**src/rtl/write_buffer_pkg.sv**
```systemverilog
// -----------------------------------------------------------------------------
// write_buffer_pkg
//
// Shared constants and types for the cache write buffer.
//   WB_DEPTH        default number of buffered cachelines
//   ADDR_WIDTH      default byte address width
//   CACHELINE_WIDTH default cacheline width in bits
//   OFFSET_WIDTH    default number of line-offset bits ignored in compares
//   wb_state_e      drain FSM states (WB_IDLE, WB_REQ)
// -----------------------------------------------------------------------------
package write_buffer_pkg;

    localparam int WB_DEPTH        = 4;
    localparam int ADDR_WIDTH      = 32;
    localparam int CACHELINE_WIDTH = 128;
    localparam int OFFSET_WIDTH    = 4;

    typedef enum logic {
        WB_IDLE = 1'b0,
        WB_REQ  = 1'b1
    } wb_state_e;

endpackage

```
**src/rtl/write_buffer_drain_ctrl.sv**
```systemverilog
// -----------------------------------------------------------------------------
// wb_drain_ctrl
//
// Drain side of the write buffer: owns the read pointer, the two-state drain
// FSM and the registered main-memory write port.
//
// Ports:
//   clk, rst_n     clock and asynchronous active-low reset
//   count          registered number of valid entries in the buffer
//   push_alloc     a new entry is being allocated this cycle
//   mem_wr_ack     memory accepted the request currently presented
//   load_addr/data contents of entry rd_ptr_next as they will be after this
//                  edge (includes any write landing in the same cycle)
//   rd_ptr         current read pointer (entry under drain when requesting)
//   rd_ptr_next    read pointer after this edge
//   pop            current entry retires this cycle
//   mem_wr_*       registered memory write request, address and data
// -----------------------------------------------------------------------------
module wb_drain_ctrl #(
    parameter int DEPTH      = write_buffer_pkg::WB_DEPTH,
    parameter int ADDR_WIDTH = write_buffer_pkg::ADDR_WIDTH,
    parameter int LINE_WIDTH = write_buffer_pkg::CACHELINE_WIDTH,
    localparam int PTR_W     = $clog2(DEPTH),
    localparam int CNT_W     = PTR_W + 1
) (
    input  logic                  clk,
    input  logic                  rst_n,
    input  logic [CNT_W-1:0]      count,
    input  logic                  push_alloc,
    input  logic                  mem_wr_ack,
    input  logic [ADDR_WIDTH-1:0] load_addr,
    input  logic [LINE_WIDTH-1:0] load_data,
    output logic [PTR_W-1:0]      rd_ptr,
    output logic [PTR_W-1:0]      rd_ptr_next,
    output logic                  pop,
    output logic                  mem_wr_req,
    output logic [ADDR_WIDTH-1:0] mem_wr_addr,
    output logic [LINE_WIDTH-1:0] mem_wr_data
);
    import write_buffer_pkg::*;

    wb_state_e             state_q, state_d;
    logic [PTR_W-1:0]      rd_ptr_q, rd_ptr_d;
    logic                  req_q, req_d;
    logic [ADDR_WIDTH-1:0] addr_q, addr_d;
    logic [LINE_WIDTH-1:0] data_q, data_d;
    logic                  load_en;

    // Control decisions only. In REQ the buffer holds at least one entry, so
    // the post-pop count is nonzero unless this was the last entry and
    // nothing new is arriving; deciding from count/push_alloc avoids a
    // dependency on the count update that itself depends on pop.
    always_comb begin
        state_d  = state_q;
        rd_ptr_d = rd_ptr_q;
        req_d    = req_q;
        pop      = 1'b0;
        load_en  = 1'b0;
        case (state_q)
            WB_IDLE: begin
                if (count != '0) begin
                    state_d = WB_REQ;
                    req_d   = 1'b1;
                    load_en = 1'b1;
                end
            end
            WB_REQ: begin
                if (mem_wr_ack) begin
                    pop      = 1'b1;
                    rd_ptr_d = rd_ptr_q + PTR_W'(1);
                    if (count != CNT_W'(1) || push_alloc) begin
                        load_en = 1'b1;
                    end else begin
                        state_d = WB_IDLE;
                        req_d   = 1'b0;
                    end
                end
            end
            default: begin
                state_d = WB_IDLE;
                req_d   = 1'b0;
            end
        endcase
    end

    // Memory port payload; kept separate so the entry mux in the top, which
    // is indexed by rd_ptr_next, does not form a loop with the control block.
    always_comb begin
        addr_d = addr_q;
        data_d = data_q;
        if (load_en) begin
            addr_d = load_addr;
            data_d = load_data;
        end
    end

    // FSM state, read pointer and registered memory-port outputs.
    always_ff @(posedge clk or negedge rst_n) begin
        if (!rst_n) begin
            state_q  <= WB_IDLE;
            rd_ptr_q <= '0;
            req_q    <= 1'b0;
            addr_q   <= '0;
            data_q   <= '0;
        end else begin
            state_q  <= state_d;
            rd_ptr_q <= rd_ptr_d;
            req_q    <= req_d;
            addr_q   <= addr_d;
            data_q   <= data_d;
        end
    end

    assign rd_ptr      = rd_ptr_q;
    assign rd_ptr_next = rd_ptr_d;
    assign mem_wr_req  = req_q;
    assign mem_wr_addr = addr_q;
    assign mem_wr_data = data_q;

endmodule

```
**src/rtl/write_buffer.sv**
```systemverilog
// -----------------------------------------------------------------------------
// write_buffer
//
// FIFO of dirty cachelines evicted by the cache data RAM, drained one line per
// handshake to main memory, with combinational read-forwarding for refills.
//
// Ports:
//   clk, rst_n              clock and asynchronous active-low reset
//   write_buffer_en         push request; addr/data_to_write_buffer carry the line
//   wb_full/wb_empty        registered-count status; wb_count = valid entries
//   mem_wr_req/addr/data    memory write request (address offset bits zeroed)
//   mem_wr_ack              memory accepted the current write
//   lookup_addr             refill address; lookup_hit/lookup_data return the
//                           youngest buffered copy of that line (data 0 on miss)
//
// Build option: define WB_COALESCE_EN to merge a push into an existing
// buffered copy of the same line (except the one currently being drained).
// -----------------------------------------------------------------------------
module write_buffer #(
    parameter int DEPTH        = write_buffer_pkg::WB_DEPTH,
    parameter int ADDR_WIDTH   = write_buffer_pkg::ADDR_WIDTH,
    parameter int LINE_WIDTH   = write_buffer_pkg::CACHELINE_WIDTH,
    parameter int OFFSET_WIDTH = write_buffer_pkg::OFFSET_WIDTH
) (
    input  logic                    clk,
    input  logic                    rst_n,
    input  logic                    write_buffer_en,
    input  logic [ADDR_WIDTH-1:0]   addr_to_write_buffer,
    input  logic [LINE_WIDTH-1:0]   data_to_write_buffer,
    output logic                    wb_full,
    output logic                    wb_empty,
    output logic [$clog2(DEPTH):0]  wb_count,
    output logic                    mem_wr_req,
    output logic [ADDR_WIDTH-1:0]   mem_wr_addr,
    output logic [LINE_WIDTH-1:0]   mem_wr_data,
    input  logic                    mem_wr_ack,
    input  logic [ADDR_WIDTH-1:0]   lookup_addr,
    output logic                    lookup_hit,
    output logic [LINE_WIDTH-1:0]   lookup_data
);
    import write_buffer_pkg::*;

    localparam int PTR_W = $clog2(DEPTH);
    localparam int CNT_W = PTR_W + 1;
    localparam logic [ADDR_WIDTH-1:0] LINE_MASK = {ADDR_WIDTH{1'b1}} << OFFSET_WIDTH;

    logic [ADDR_WIDTH-1:0] addr_q [DEPTH];
    logic [ADDR_WIDTH-1:0] addr_d [DEPTH];
    logic [LINE_WIDTH-1:0] data_q [DEPTH];
    logic [LINE_WIDTH-1:0] data_d [DEPTH];
    logic [DEPTH-1:0]      valid_q, valid_d;
    logic [PTR_W-1:0]      wr_ptr_q, wr_ptr_d;
    logic [CNT_W-1:0]      count_q, count_d;

    logic [ADDR_WIDTH-1:0] push_line;
    logic                  push_alloc;
    logic                  coalesce_hit;
    logic [PTR_W-1:0]      coalesce_idx;
    logic                  pop;
    logic [PTR_W-1:0]      rd_ptr, rd_ptr_next;

    assign push_line = addr_to_write_buffer & LINE_MASK;
    assign wb_full   = (count_q == CNT_W'(DEPTH));
    assign wb_empty  = (count_q == '0);
    assign wb_count  = count_q;

`ifdef WB_COALESCE_EN
    // A push may merge into a buffered copy of the same line, but never into
    // the line already latched onto the memory port; that case allocates.
    always_comb begin
        coalesce_hit = 1'b0;
        coalesce_idx = '0;
        for (int i = 0; i < DEPTH; i++) begin
            if (write_buffer_en && valid_q[i] && addr_q[i] == push_line &&
                !(mem_wr_req && rd_ptr == PTR_W'(i))) begin
                coalesce_hit = 1'b1;
                coalesce_idx = PTR_W'(i);
            end
        end
    end
`else
    assign coalesce_hit = 1'b0;
    assign coalesce_idx = '0;
`endif

    // Full is judged on the registered count, so a pop in the same cycle
    // does not make room for a push.
    assign push_alloc = write_buffer_en && !wb_full && !coalesce_hit;

    // Next contents of the line array. The drain side loads from these
    // next-state values so a same-cycle write is never missed.
    always_comb begin
        addr_d = addr_q;
        data_d = data_q;
        if (push_alloc) begin
            addr_d[wr_ptr_q] = push_line;
            data_d[wr_ptr_q] = data_to_write_buffer;
        end
        if (coalesce_hit) begin
            data_d[coalesce_idx] = data_to_write_buffer;
        end
    end

    // Valid bits, write pointer and occupancy.
    always_comb begin
        valid_d = valid_q;
        if (pop) begin
            valid_d[rd_ptr] = 1'b0;
        end
        if (push_alloc) begin
            valid_d[wr_ptr_q] = 1'b1;
        end
        wr_ptr_d = wr_ptr_q + PTR_W'(push_alloc);
        count_d  = count_q + CNT_W'(push_alloc) - CNT_W'(pop);
    end

    // Forwarding: walk entries oldest to youngest from rd_ptr so the last
    // match seen is the youngest copy of the line.
    always_comb begin
        logic [PTR_W-1:0] idx;
        idx         = '0;
        lookup_hit  = 1'b0;
        lookup_data = '0;
        for (int k = 0; k < DEPTH; k++) begin
            idx = rd_ptr + PTR_W'(k);
            if (valid_q[idx] && addr_q[idx] == (lookup_addr & LINE_MASK)) begin
                lookup_hit  = 1'b1;
                lookup_data = data_q[idx];
            end
        end
    end

    // Line storage and push-side state.
    always_ff @(posedge clk or negedge rst_n) begin
        if (!rst_n) begin
            for (int i = 0; i < DEPTH; i++) begin
                addr_q[i] <= '0;
                data_q[i] <= '0;
            end
            valid_q  <= '0;
            wr_ptr_q <= '0;
            count_q  <= '0;
        end else begin
            addr_q   <= addr_d;
            data_q   <= data_d;
            valid_q  <= valid_d;
            wr_ptr_q <= wr_ptr_d;
            count_q  <= count_d;
        end
    end

    wb_drain_ctrl #(
        .DEPTH      (DEPTH),
        .ADDR_WIDTH (ADDR_WIDTH),
        .LINE_WIDTH (LINE_WIDTH)
    ) u_drain_ctrl (
        .clk         (clk),
        .rst_n       (rst_n),
        .count       (count_q),
        .push_alloc  (push_alloc),
        .mem_wr_ack  (mem_wr_ack),
        .load_addr   (addr_d[rd_ptr_next]),
        .load_data   (data_d[rd_ptr_next]),
        .rd_ptr      (rd_ptr),
        .rd_ptr_next (rd_ptr_next),
        .pop         (pop),
        .mem_wr_req  (mem_wr_req),
        .mem_wr_addr (mem_wr_addr),
        .mem_wr_data (mem_wr_data)
    );

endmodule

```
**config.mk**
```make
export PLATFORM = sky130hd
export DESIGN_NAME = write_buffer
export DESIGN_NICKNAME = d
export VERILOG_FILES = /design/src/rtl/write_buffer_pkg.sv /design/src/rtl/write_buffer_drain_ctrl.sv /design/src/rtl/write_buffer.sv
export SDC_FILE = /design/constraint.sdc
export NUM_CORES = 2
export LEC_CHECK = 0
export CAP_MARGIN = 15
export CELL_PAD_IN_SITES_DETAIL_PLACEMENT = 0
export CELL_PAD_IN_SITES_GLOBAL_PLACEMENT = 2
export CORE_MARGIN = 10
export CORE_UTILIZATION = 45
export DETAILED_ROUTE_END_ITERATION = 10
export PLACE_DENSITY_LB_ADDON = 0.3
export SLEW_MARGIN = 20
export SYNTH_ARGS = -nofsm -noshare
export SYNTH_HDL_FRONTEND = slang
export SYNTH_SLANG_ARGS = --single-unit
export TNS_END_PERCENT = 30
```
**constraint.sdc**
```tcl
create_clock -name clk -period 12.6 [get_ports clk]
set_clock_uncertainty 0.1 [all_clocks]
set_input_delay 2.52 -clock clk [delete_from_list [all_inputs] [get_ports clk]]
set_output_delay 2.52 -clock clk [all_outputs]
set_load 0.1 [all_outputs]
```
==> impl_metrics.tcl <==
set metrics [dict create \
    path_clk_slew_ns 0.06 \
    yosysSeqAreaShare_pct 37.4 \
    synth_area_leaders "dfrtp_1, mux4_2, mux2_2" \
    synth_top_family_by_area "multiplexers" \
    ios 491 \
    first_global_vias 39096 \
    yosys.area_share.simple_pct 4.23 \
    vias 37826 \
    end_kind "output pin" \
    synth-adder-area-share_pct 0.198 \
    synth_edf_count 0 \
    start_util_pct 45.3 \
    peakVddDrop_v 0.000328 \
    holdPathStages 1 \
    setup_tns_ns 0 \
    fin_nets 4331 \
    synthTopCellsByCount "dfrtp_1, mux2_2, mux4_2, nand2_1, clkbuf_1" \
    core_mm2 0.120 \
    postRouteAntennaNets 0 \
    reg2reg_from "u_drain_ctrl.rd_ptr[1]" \
    status "finished clean" \
    critPathLaunchType "flop" \
    htree_levels 3 \
    fin_ws_ns 1.24 \
    p_leak_nw 23.7 \
    die_width_um 367 \
    synth_cells 3862 \
    ctsHoldBuffers 0 \
    avgSynthCellArea_um2 14.1 \
    vias_per_cell 6.49 \
    cts_resized 0 \
    synth_xor_area_share_pct 1.50 \
    cts_tree "done" \
    synth_ff_type "dfrtp_1" \
    worst_hold_slack_ns 0.402 \
    synth_mux_area_share_pct 48.5 \
    worstPathArrival_ns 8.74 \
    cts_made_buffers 97 \
    grt_max_degree 145 \
    wirelength_um 168000 \
    report.final.hold_viol_count 0 \
    dp_hpwl_um 105000 \
    drt_iter0_markers 3319 \
    use_met3_pct 5.56 \
    portBuffers 482 \
    drt_pre_antenna_iters 7 \
    synth.most_common_cell "dfrtp_1" \
    crit_type "flop to output pin" \
    dieArea_mm2 0.135 \
    async_reset_ff_share_pct 100 \
    worstRegToRegCells 9 \
    synth_top_area_cell "dfrtp_1" \
    utilization_pct 53.0 \
    syn2layout_area_growth_pct 17.1 \
    grtUsageMet2_pct 40.4 \
    grt_use_total_pct 24.4 \
    finalCriticalPeriod_ns 11.36 \
    cp_max_fo 90 \
    drc 0 \
    hp-class "flop to flop" \
    netlist_area_mm2 0.0543 \
    holdPathEnd "u_drain_ctrl.mem_wr_req" \
    antenna_found_initial 27 \
    maxSlewHeadroom_pct 21.0 \
    clockRootBuffer "clkbuf_16" \
    synth-compound-area-share_pct 4.80 \
    drv_slew 0 \
    core.rowCount 127 \
    wl_per_cell_um 28.8 \
    gr-total-overflow 0 \
    rr_endpoint "u_drain_ctrl.mem_wr_data[57]" \
    routabilityCongestion 0.884 \
    worst_pin_slew_ns 1.18 \
    crit_required_ns 9.98 \
    dp_slack_ns 1.93 \
    hp-start "u_drain_ctrl.mem_wr_req" \
    insertion_delay_ns 0.69 \
    fin_crit_sh_pct 90.1 \
    top_usage_layer "met2" \
    clk_path_buf_depth 3 \
    drive_gt1_share_pct 42.2 \
    powerDensity_mw_per_mm2 340 \
    max_freq_mhz 88.1 \
    maxCapViolCount 0 \
    yosysUniqueCellTypes 62 \
    grt_pass1_wl_um 256000 \
    rsz0062_at_grt "false" \
    yosysWarnings 0 \
    cts_setup_buffers 0 \
    synth.ff_latch_count 813 \
    setup_viol 0 \
    use_met1_pct 32.2 \
    synth_top_area_share_pct 37.4 \
    die_h_um 367 \
    rrSetupSlack_ns 7.08 \
    clock_sink_count 813 \
    fillers 9967 \
    syn-num-nets 4066 \
]
-- worst max path at each step --
| stage | start | end | slack, ns | cells after the start |
|---|---|---|---|---|
| after floorplan | u_drain_ctrl.rd_ptr[1] | lookup_data[108] | 3.04 | 26 |
| after global placement | lookup_addr[27] | lookup_data[71] | 1.98 | 11 |
| after detailed placement | lookup_addr[27] | lookup_data[71] | 1.93 | 11 |
| after CTS | u_drain_ctrl.rd_ptr[1] | lookup_data[71] | 1.50 | 13 |
| after global routing | u_drain_ctrl.rd_ptr[1] | lookup_data[71] | 1.21 | 14 |
| final | u_drain_ctrl.rd_ptr[1] | lookup_data[14] | 1.24 | 13 |
-- area by class of cell --
| type | count | area [µm²] | area share [%] |
|---|---|---|---|
| Antenna cell | 14 | 35.0 | 0.0551 |
| Clock buffer | 139 | 2800 | 4.39 |
| Sequential cell | 813 | 20400 | 32.0 |
| Tap cell | 1612 | 2020 | 3.17 |
| Inverter | 13 | 56.3 | 0.0885 |
| Clock inverter | 39 | 592 | 0.930 |
| Multi-Input combinational cell | 2653 | 32300 | 50.8 |
| Timing Repair Buffer | 549 | 5480 | 8.61 |
-- flip-flops by register name, indices dropped and copies added (netlist names) --
name	flops
addr_q	128
data_q	512
u_drain_ctrl.mem_wr_addr	32
u_drain_ctrl.mem_wr_data	128
u_drain_ctrl.mem_wr_req	1
u_drain_ctrl.rd_ptr	2
u_drain_ctrl.state_q	1
valid_q	4
wb_count	3
wr_ptr_q	2
-- report_power, final --
group | switching, W | internal, W
clock | 0.00117 | 0.00181
combinational | 0.00648 | 0.00672
sequential | 0.00152 | 0.00396
total | 0.00917 | 0.0125
-- cell usage in the layout, fill, tap and decap left out, types with 33 or more instances in the layout --
master / synthesis / final
a32oi_1: 128 / 128
xor2_1: 36 / 36
xnor2_1: 57 / 56
nand2_1: 434 / 433
mux2_2: 796 / 796
o21ai_0: 136 / 136
nor2_1: 34 / 33
mux2i_1: 102 / 102
mux4_2: 728 / 728
clkbuf_16: 0 / 97
clkdlybuf4s50_1: 0 / 471
buf_4: 11 / 56
dfrtp_1: 813 / 811
-- metrics by stage --
stage	power [W]	instances	area (µm²)
global route	0.0228	5828	63600
floorplan	0.0158	3862	54300
finish	0.0216	5832	63600
detailed placement	0.0187	5639	60200
CTS	0.0217	5817	63600
global placement	0.0185	5639	60200
-- worst max-delay path, stage by stage, from the launching register on --
cell	delay [ns]
dfrtp_4	1.07
inv_1	0.23
ha_4	0.88
buf_4	0.55
mux4_2	0.41
xor2_1	0.16
a2111oi_0	0.70
and3_1	0.27
nand4_1	0.23
or2_4	0.54
and2_4	0.47
buf_12	0.29
a32oi_1	0.61
clkdlybuf4s50_1	1.22
-- routing by layer --
| layer | wire, µm | share of wire, % |
|---|---|---|
| met4 | 3620 | 2.2 |
| met2 | 82600 | 49 |
| met1 | 69200 | 41 |
| met5 | 148 | 0.088 |
| met3 | 12200 | 7.3 |
-- cell families (layout without fill, tap and decap cells) --
group	Yosys count	count (layout)
xor+xnor	93	93
other cells	0	14
compound gates	372	372
fa+ha+maj	8	8
simple gates	554	554
flops	813	813
mux	1626	1626
buf+inv	396	740
(Power assumes the default switching activity.)
